File: src/rtl/maze_pkg.sv
// ============================================================================
// Module      : maze_pkg
// Description : Shared types and helpers for the micro-maze autopilot.
// Revision    : 1.0 - initial release
// ============================================================================
`default_nettype none

package maze_pkg;

    typedef enum logic [1:0] {
        HEAD_N = 2'd0,
        HEAD_E = 2'd1,
        HEAD_S = 2'd2,
        HEAD_W = 2'd3
    } heading_t;

    localparam int BTN_UP    = 0;
    localparam int BTN_DOWN  = 1;
    localparam int BTN_LEFT  = 2;
    localparam int BTN_RIGHT = 3;

    typedef enum logic [2:0] {
        ST_IDLE   = 3'd0,
        ST_SETTLE = 3'd1,
        ST_DECIDE = 3'd2,
        ST_PRESS  = 3'd3,
        ST_DONE   = 3'd4
    } state_t;

    function automatic logic [3:0] heading_to_btn(input heading_t h);
        logic [3:0] b;
        b = 4'b0000;
        case (h)
            HEAD_N:  b[BTN_UP]    = 1'b1;
            HEAD_S:  b[BTN_DOWN]  = 1'b1;
            HEAD_W:  b[BTN_LEFT]  = 1'b1;
            default: b[BTN_RIGHT] = 1'b1;
        endcase
        return b;
    endfunction

endpackage

`default_nettype wire

File: src/rtl/maze_dir_pick.sv
// ============================================================================
// Module      : maze_dir_pick
// Description : Right-hand-rule direction chooser (right, straight, left, back).
// Revision    : 1.0 - initial release
// ============================================================================
`default_nettype none

module maze_dir_pick
    import maze_pkg::*;
(
    input  logic [1:0] i_heading,
    input  logic       i_wall_top,
    input  logic       i_wall_bottom,
    input  logic       i_wall_left,
    input  logic       i_wall_right,
    output logic [1:0] o_heading,
    output logic       o_valid
);

    // Walls indexed by absolute heading: N, E, S, W
    logic [3:0] w_closed;
    logic [1:0] w_cand [4];

    assign w_closed  = {i_wall_left, i_wall_bottom, i_wall_right, i_wall_top};
    assign w_cand[0] = i_heading + 2'd1;
    assign w_cand[1] = i_heading;
    assign w_cand[2] = i_heading + 2'd3;
    assign w_cand[3] = i_heading + 2'd2;

    always_comb begin
        o_heading = i_heading;
        o_valid   = 1'b0;
        for (int k = 0; k < 4; k++) begin
            if (!o_valid && !w_closed[w_cand[k]]) begin
                o_heading = w_cand[k];
                o_valid   = 1'b1;
            end
        end
    end

endmodule

`default_nettype wire

File: src/rtl/maze_autopilot.sv
// ============================================================================
// Module      : maze_autopilot
// Description : Wall-following maze player driving single-cycle button presses.
// Revision    : 1.0 - initial release
// ============================================================================
`default_nettype none

module maze_autopilot
    import maze_pkg::*;
#(
    parameter int SETTLE_CYCLES = 4,
    parameter int GAP_CYCLES    = 0,
    parameter int MOVE_W        = 8
) (
    input  logic              clk,
    input  logic              rst,
    input  logic              i_enable,
    input  logic              i_wall_top,
    input  logic              i_wall_bottom,
    input  logic              i_wall_left,
    input  logic              i_wall_right,
    input  logic              i_win,
    output logic [3:0]        o_btn,
    output logic [MOVE_W-1:0] o_moves,
    output logic              o_busy,
    output logic              o_done
);

    localparam int c_SETTLE_TOTAL = SETTLE_CYCLES + GAP_CYCLES;
    localparam int c_CNT_W        = $clog2(c_SETTLE_TOTAL + 1);
    localparam logic [c_CNT_W-1:0] c_CNT_LAST = c_CNT_W'(c_SETTLE_TOTAL - 1);

    state_t              r_state;
    state_t              w_state_nxt;
    heading_t            r_heading;
    logic [c_CNT_W-1:0]  r_cnt;
    logic [c_CNT_W-1:0]  w_cnt_nxt;
    logic [3:0]          r_btn;
    logic [3:0]          w_btn_nxt;
    logic [MOVE_W-1:0]   r_moves;
    logic                r_busy;
    logic                r_done;
    logic                w_busy_nxt;
    logic                w_done_nxt;
    logic                w_moves_inc;
    logic                w_heading_ld;
    logic [1:0]          w_pick_heading;
    logic                w_pick_valid;

    maze_dir_pick u_dir_pick (
        .i_heading     (r_heading),
        .i_wall_top    (i_wall_top),
        .i_wall_bottom (i_wall_bottom),
        .i_wall_left   (i_wall_left),
        .i_wall_right  (i_wall_right),
        .o_heading     (w_pick_heading),
        .o_valid       (w_pick_valid)
    );

    always_ff @(posedge clk) begin
        if (rst) begin
            r_state <= ST_IDLE;
        end else begin
            r_state <= w_state_nxt;
        end
    end

    // Win outranks pause, so a goal reached just before a pause still latches done
    always_comb begin
        w_state_nxt = r_state;
        case (r_state)
            ST_IDLE: begin
                if (i_enable && !r_done) begin
                    w_state_nxt = ST_SETTLE;
                end
            end
            ST_SETTLE: begin
                if (r_cnt == c_CNT_LAST) begin
                    w_state_nxt = ST_DECIDE;
                end
            end
            ST_DECIDE: begin
                if (i_win) begin
                    w_state_nxt = ST_DONE;
                end else if (!i_enable) begin
                    w_state_nxt = ST_IDLE;
                end else if (w_pick_valid) begin
                    w_state_nxt = ST_PRESS;
                end else begin
                    w_state_nxt = ST_SETTLE;
                end
            end
            ST_PRESS: begin
                w_state_nxt = i_enable ? ST_SETTLE : ST_IDLE;
            end
            ST_DONE: begin
                w_state_nxt = ST_DONE;
            end
            default: begin
                w_state_nxt = ST_IDLE;
            end
        endcase
    end

    // Outputs are computed from the next state so the registers line up with it
    always_comb begin
        w_btn_nxt    = 4'b0000;
        w_moves_inc  = 1'b0;
        w_heading_ld = 1'b0;
        w_cnt_nxt    = '0;
        w_done_nxt   = r_done || (w_state_nxt == ST_DONE);
        w_busy_nxt   = (w_state_nxt != ST_IDLE) && (w_state_nxt != ST_DONE);
        if ((r_state == ST_SETTLE) && (w_state_nxt == ST_SETTLE)) begin
            w_cnt_nxt = r_cnt + c_CNT_W'(1);
        end
        if (w_state_nxt == ST_PRESS) begin
            w_btn_nxt    = heading_to_btn(heading_t'(w_pick_heading));
            w_moves_inc  = 1'b1;
            w_heading_ld = 1'b1;
        end
    end

    always_ff @(posedge clk) begin
        if (rst) begin
            r_heading <= HEAD_E;
            r_cnt     <= '0;
            r_btn     <= 4'b0000;
            r_moves   <= '0;
            r_busy    <= 1'b0;
            r_done    <= 1'b0;
        end else begin
            r_cnt  <= w_cnt_nxt;
            r_btn  <= w_btn_nxt;
            r_busy <= w_busy_nxt;
            r_done <= w_done_nxt;
            if (w_heading_ld) begin
                r_heading <= heading_t'(w_pick_heading);
            end
            if (w_moves_inc && (r_moves != {MOVE_W{1'b1}})) begin
                r_moves <= r_moves + MOVE_W'(1);
            end
        end
    end

    assign o_btn   = r_btn;
    assign o_moves = r_moves;
    assign o_busy  = r_busy;
    assign o_done  = r_done;

endmodule

`default_nettype wire

File: config.mk
export PLATFORM = sky130hd
export DESIGN_NAME = maze_autopilot
export DESIGN_NICKNAME = d
export VERILOG_FILES = /design/src/rtl/maze_pkg.sv /design/src/rtl/maze_dir_pick.sv /design/src/rtl/maze_autopilot.sv
export SDC_FILE = /design/constraint.sdc
export NUM_CORES = 1
export LEC_CHECK = 0
export CAP_MARGIN = 20
export CORE_MARGIN = 4
export CORE_UTILIZATION = 50
export CTS_CLUSTER_DIAMETER = 150
export DETAILED_ROUTE_END_ITERATION = 8
export PLACE_DENSITY = 0.8
export SLEW_MARGIN = 20
export SYNTH_ARGS = -nofsm -noshare
export SYNTH_HDL_FRONTEND = slang
export SYNTH_SLANG_ARGS = --single-unit
File: constraint.sdc
create_clock -name clk -period 2.8 [get_ports clk]
set_input_delay 0.84 -clock clk [delete_from_list [all_inputs] [get_ports clk]]
set_output_delay 0.84 -clock clk [all_outputs]
set_load 0.02 [all_outputs]
# Word-level counts from Yosys, hierarchy flattened
# Index checks and enable logic that the tools add are counted.
word_totals:
  elab_cells: 78
  out_inout_bits: 14
  inputBits: 8
  register_bits: 22
classes:
  reduce_logical: 20
  eq_ne: 12
  bitwise: 2
  order_cmp: 4
  n_addsub: 5
  muxes: 28
op_table:
  columns: ["op", "n"]
  rows:
  - ["$pmux 3 s5", 1]
  - ["$mux 1", 14]
  - ["$eq 3x2->1 const B", 4]
  - ["$lt 2x3->1 const B", 4]
  - ["$mux 2", 6]
  - ["$mux 3", 3]
  - ["$add 8x1->8 const B", 1]
  - ["$bmux 1 s2", 4]
  - ["$ne 8x8->1 const B", 1]
  - ["$logic_and 1x1->1", 7]
  - ["$eq 3x1->1 const B", 2]
  - ["$eq 3x3->1 const B", 2]
  - ["$logic_not 1->1", 6]
  - ["$add 2x2->2 const B", 2]
  - ["$eq 2x2->1 const B", 2]
  - ["$reduce_or 2->1", 2]
  - ["$add 3x1->3 const B", 1]
  - ["$logic_not 3->1", 1]
  - ["$ne 3x3->1 const B", 1]
  - ["$reduce_bool 3->1", 1]
  - ["$reduce_or 3->1", 1]
  - ["$add 2x1->2 const B", 1]
  - ["$logic_not 2->1", 1]
  - ["$not 1->1", 2]
  - ["$logic_or 1x1->1", 1]

# Depth between registers and ports, before layout
logic_depth:
  word_depth: 19
  ltp_mapped: 5
  depth_no_buf: 5

# Modules after synthesis
# Synthesis repeated with hierarchy kept, for this count alone.
hier_totals:
  hier_cells: 117
  hier_area_um2: 1054.8
modules_own_cells:
  columns: ["module", "area_per_inst_um2", "cells_each", "seq_area_each_um2", "n_inst"]
  rows:
  - ["maze_autopilot", 964.7, 103, 440.4, 1]
  - ["maze_dir_pick", 90.1, 14, 0.0, 1]

# Worst setup path before layout
# OpenSTA, ideal clock, no wires.
synth_timing:
  path_kind: "in2reg"
  from: "input i_win"
  to: "register r_moves[5] (netlist: o_moves[5])"
  setup_time_ns: 0.070
  arrival_ns: 1.783
  t_required_ns: 2.730
  n_path_buf: 0
  path_slack_ns: 0.946
  cell_stages: 4
  cell_sequence: "nor3_4 -> nand4_4 -> or4_1 -> a21oi_1"
synth_between:
  elab_chain_cells: 5
synth_lines:
  columns: ["element", "line_no", "source"]
  rows:
  - ["start: declaration", "maze_autopilot.sv:22", "input logic i_win,"]
  - ["$mux 3", "maze_autopilot.sv:83", "if (i_win) begin"]
  - ["$pmux 3 s5", "maze_autopilot.sv:71", "case (r_state)"]
  - ["$eq 3x2->1", "maze_autopilot.sv:116", "if (w_state_nxt == ST_PRESS) begin"]
  - ["$mux 1", "maze_autopilot.sv:116", null]
  - ["$logic_and 1x1->1", "maze_autopilot.sv:139", "if (w_moves_inc && (r_moves != {MOVE_W{1'b1}})) begin"]
  - ["end signal: assignment", "maze_autopilot.sv:140", "r_moves <= r_moves + MOVE_W'(1);"]
  - ["end: declaration", "maze_autopilot.sv:40", "logic [MOVE_W-1:0] r_moves;"]
# No other way between the ends.
# A chain may end at the register's enable or synchronous reset.

# Worst setup path in the final report
layout_timing:
  from: "input i_win"
  to: "register r_moves[4] (netlist: o_moves[4])"
# Same word-level chain as after synthesis.

==> impl_metrics.ini <==
[synth]
yosys_warnings = 0
synth.lib_cells_used.distinct = 32
netlist_instances = 118
post_synth_instance_area_um2 = 1020
synth_area_per_cell_um2 = 8.61
synth_seq_cells = 22
sequential_element_share_of_the_synthesized_area_pct = 43.3
synth_fp_nets = 129

[worst_setup_path]
cpPeakStageDelay_ns = 0.57
timing.setup.critical_path_class = in -> reg
buf_inv_on_cp = 1
critPathMaxFanout = 17
cp_cell_sequence = clkdlybuf4s50_1, nor3_4, nand4_4, or4_1, a21oi_1
crit_arrival_ns = 2.51
timing.critical_path.to_type = flip-flop
worst-path-stages = 5
worst-endpoint-required_ns = 3.02
setup.worst_path.start_class = primary input
crit_slowest_cell = sky130_fd_sc_hd__or4_1
r2r_cells = 4
critical-path-top-delay-family = simple AND/OR/NAND/NOR gates

[route]
average_via_count_per_standard_cell = 5.65
routedWlPerCell_um = 12.8
drc_violations = 0
finalWirelength_um = 2140
dr.pass1.iters = 5
routed-via-count = 943
drt-initial-drc-count = 20
drtAntennaViolNets = 0

[die]
die_width_um = 53.1
total_i_o_pin_count = 22
die-area_um2 = 2820
number_of_cell_rows = 16
core_area_um2 = 1940
y_dimension_of_the_die_um = 53.1
floorplan.initialDensity_pct = 52.3

[power_and_ir_drop]
power_density_nw_per_um2 = 413
vdd.ir_drop.worst_uv = 350
p_leak_nw = 0.456
power_mw = 0.531

[sta]
layout_min_cycle_time_ns = 2.29
final_hold_viol_count = 0
report.final.setup_viol = 0
unrepaired_setup_endpoints_after_global_routing = false
final_min_period_over_clock_period_pct = 81.7
slew-limit-headroom_pct = 59.6
finalMaxSlewViolations = 0
hold-worst-slack_ns = 0.430
fmax_mhz = 437
fin_worst_skew_ns = 0.00843
setup_tns_ns = 0
tightest_slew_ns = 0.604

[place]
numPortBuffers = 21
postPlaceCellArea_um2 = 1250
place.gp.congestion = 0.752
detailedPlacementHpwl_um = 1610

[global_routing]
global_route.usage.total_pct = 17.1
grt_max_degree = 18
wire_length_of_the_first_global_routing_pass_um = 3580
number_of_global_route_vias_before_repair = 846
grt_overflow = 0
antenna_found_initial = 0

[hold_path]
hold_path_class = reg -> reg
hold_path_depth = 1

[final_layout]
layout-drive-gt1-share_pct = 4.29
stdcell_area_um2 = 1280
area_growth_synth_to_finish_pct = 26.5
num-nets-final = 152
filler_cell_count = 168
most-common-layout-cells = 22 x sky130_fd_sc_hd__dfxtp_1, 21 x sky130_fd_sc_hd__clkdlybuf4s50_1, 10 x sky130_fd_sc_hd__nor2_1, 10 x sky130_fd_sc_hd__a21oi_1
layout_commonest_cell = sky130_fd_sc_hd__dfxtp_1
antennaDiodeCount = 0

[outcome]
outcome = complete, no violations

[clocking]
postCtsSetupBuffers = 0
tritoncts = yes
hold_fix_buffers_at_cts = 0
htree_num_levels = 1
later_pin_clock_latency_in_the_skew_report_ns = 0.30
clk_sinks = 22
number_of_gates_resized_after_cts = 0
total_clock_buffers_created_by_cts = 3
clock_path_buffers = 2
clk_pin_slew_worst_paths_ns = 0.12
clk_root_buffer_cell = sky130_fd_sc_hd__clkbuf_4

[flow_run]
maxCapViolations = 0
==> sequential cells by signal, summed over array words and instances (netlist names) <==
| signal | count |
|---|---|
| o_moves | 8 |
| r_heading | 2 |
| r_state | 3 |
| o_done | 1 |
| o_btn | 4 |
| r_cnt | 3 |
| o_busy | 1 |
==> cells in the mapped netlist, drive strengths merged <==
cell / n / share of area [%]
o21ai: 8 / 3.9
nand2b: 3 / 1.8
nor2: 10 / 3.7
nand4: 4 / 3.9
o31ai: 4 / 3.0
nand3b: 1 / 0.74
and3b: 3 / 2.6
or3: 3 / 1.8
a21oi: 10 / 4.9
o21bai: 1 / 0.74
nor2b: 1 / 0.62
mux2i: 1 / 0.99
nand3: 8 / 3.9
a22oi: 1 / 0.74
nor4: 1 / 0.62
nor3: 3 / 2.6
clkbuf: 3 / 1.1
a22o: 1 / 0.86
inv: 8 / 3.0
dfxtp: 22 / 43
nand2: 8 / 3.0
a311oi: 2 / 1.7
and3: 1 / 0.62
a211oi: 2 / 1.5
a21o: 1 / 0.74
a211o: 1 / 0.86
ha: 3 / 3.7
a21boi: 1 / 0.74
or4: 3 / 2.2
==> power breakdown <==
group	total (mW)	switching [mW]	internal (mW)	leakage (nW)
Combinational	0.0421	0.0220	0.0201	0.257
Clock	0.169	0.0892	0.0793	0.0210
Sequential	0.320	0.00378	0.316	0.178
Total	0.531	0.115	0.416	0.456
==> path summary, 6_finish.rpt <==
| kind | startpoint | end | slack (ns) |
|---|---|---|---|
| max | i_win | o_moves[4]$_SDFFE_PP0P_ | 0.51 |
| min | r_cnt[0]$_SDFF_PP0_ | r_cnt[0]$_SDFF_PP0_ | 0.43 |
| max reg2reg | r_state[2]$_SDFF_PP0_ | o_moves[4]$_SDFFE_PP0P_ | 1.07 |
| min reg2reg | r_cnt[0]$_SDFF_PP0_ | r_cnt[0]$_SDFF_PP0_ | 0.43 |
==> cells by family after synthesis <==
logic type | Yosys count | synth area share (%)
and+or+nand+nor | 49 | 28.2
buffers and inverters | 11 | 4.06
AOI/OAI and AO/OA | 32 | 19.7
DFF | 22 | 43.3
muxes | 1 | 0.985
adders and majority gates | 3 | 3.69
==> final cells by class <==
cell class                      count  area (µm²)  area share (%)
Sequential cell                    22         440            34.3
Inverter                            8        30.0            2.34
Clock buffer                        4        36.3            2.82
Tap cell                           27        33.8            2.63
Timing Repair Buffer               21         210            16.4
Multi-Input combinational cell     85         534            41.6
==> per-stage QoR <==
stage	setup slack (ns)	utilization [%]	cells
6_report	0.512	66.2	167
5_1_grt	0.427	66.2	167
4_1_cts	0.521	66.2	167
3_5_place_dp	0.207	64.3	163
3_3_place_gp	0.300	64.3	163
2_1_floorplan	0.946	-	118
==> layer usage <==
layer / up-vias / global-route usage (%) / routed length [µm]
li1: 485 / - / -
met1: 436 / 18.7 / 912
met2: 20 / 32.2 / 1130
met3: 2 / 5.35 / 88
met4: 0 / 2.98 / 12
met5: - / 0 / 0
Note: power is estimated with default switching activity, not from simulation.
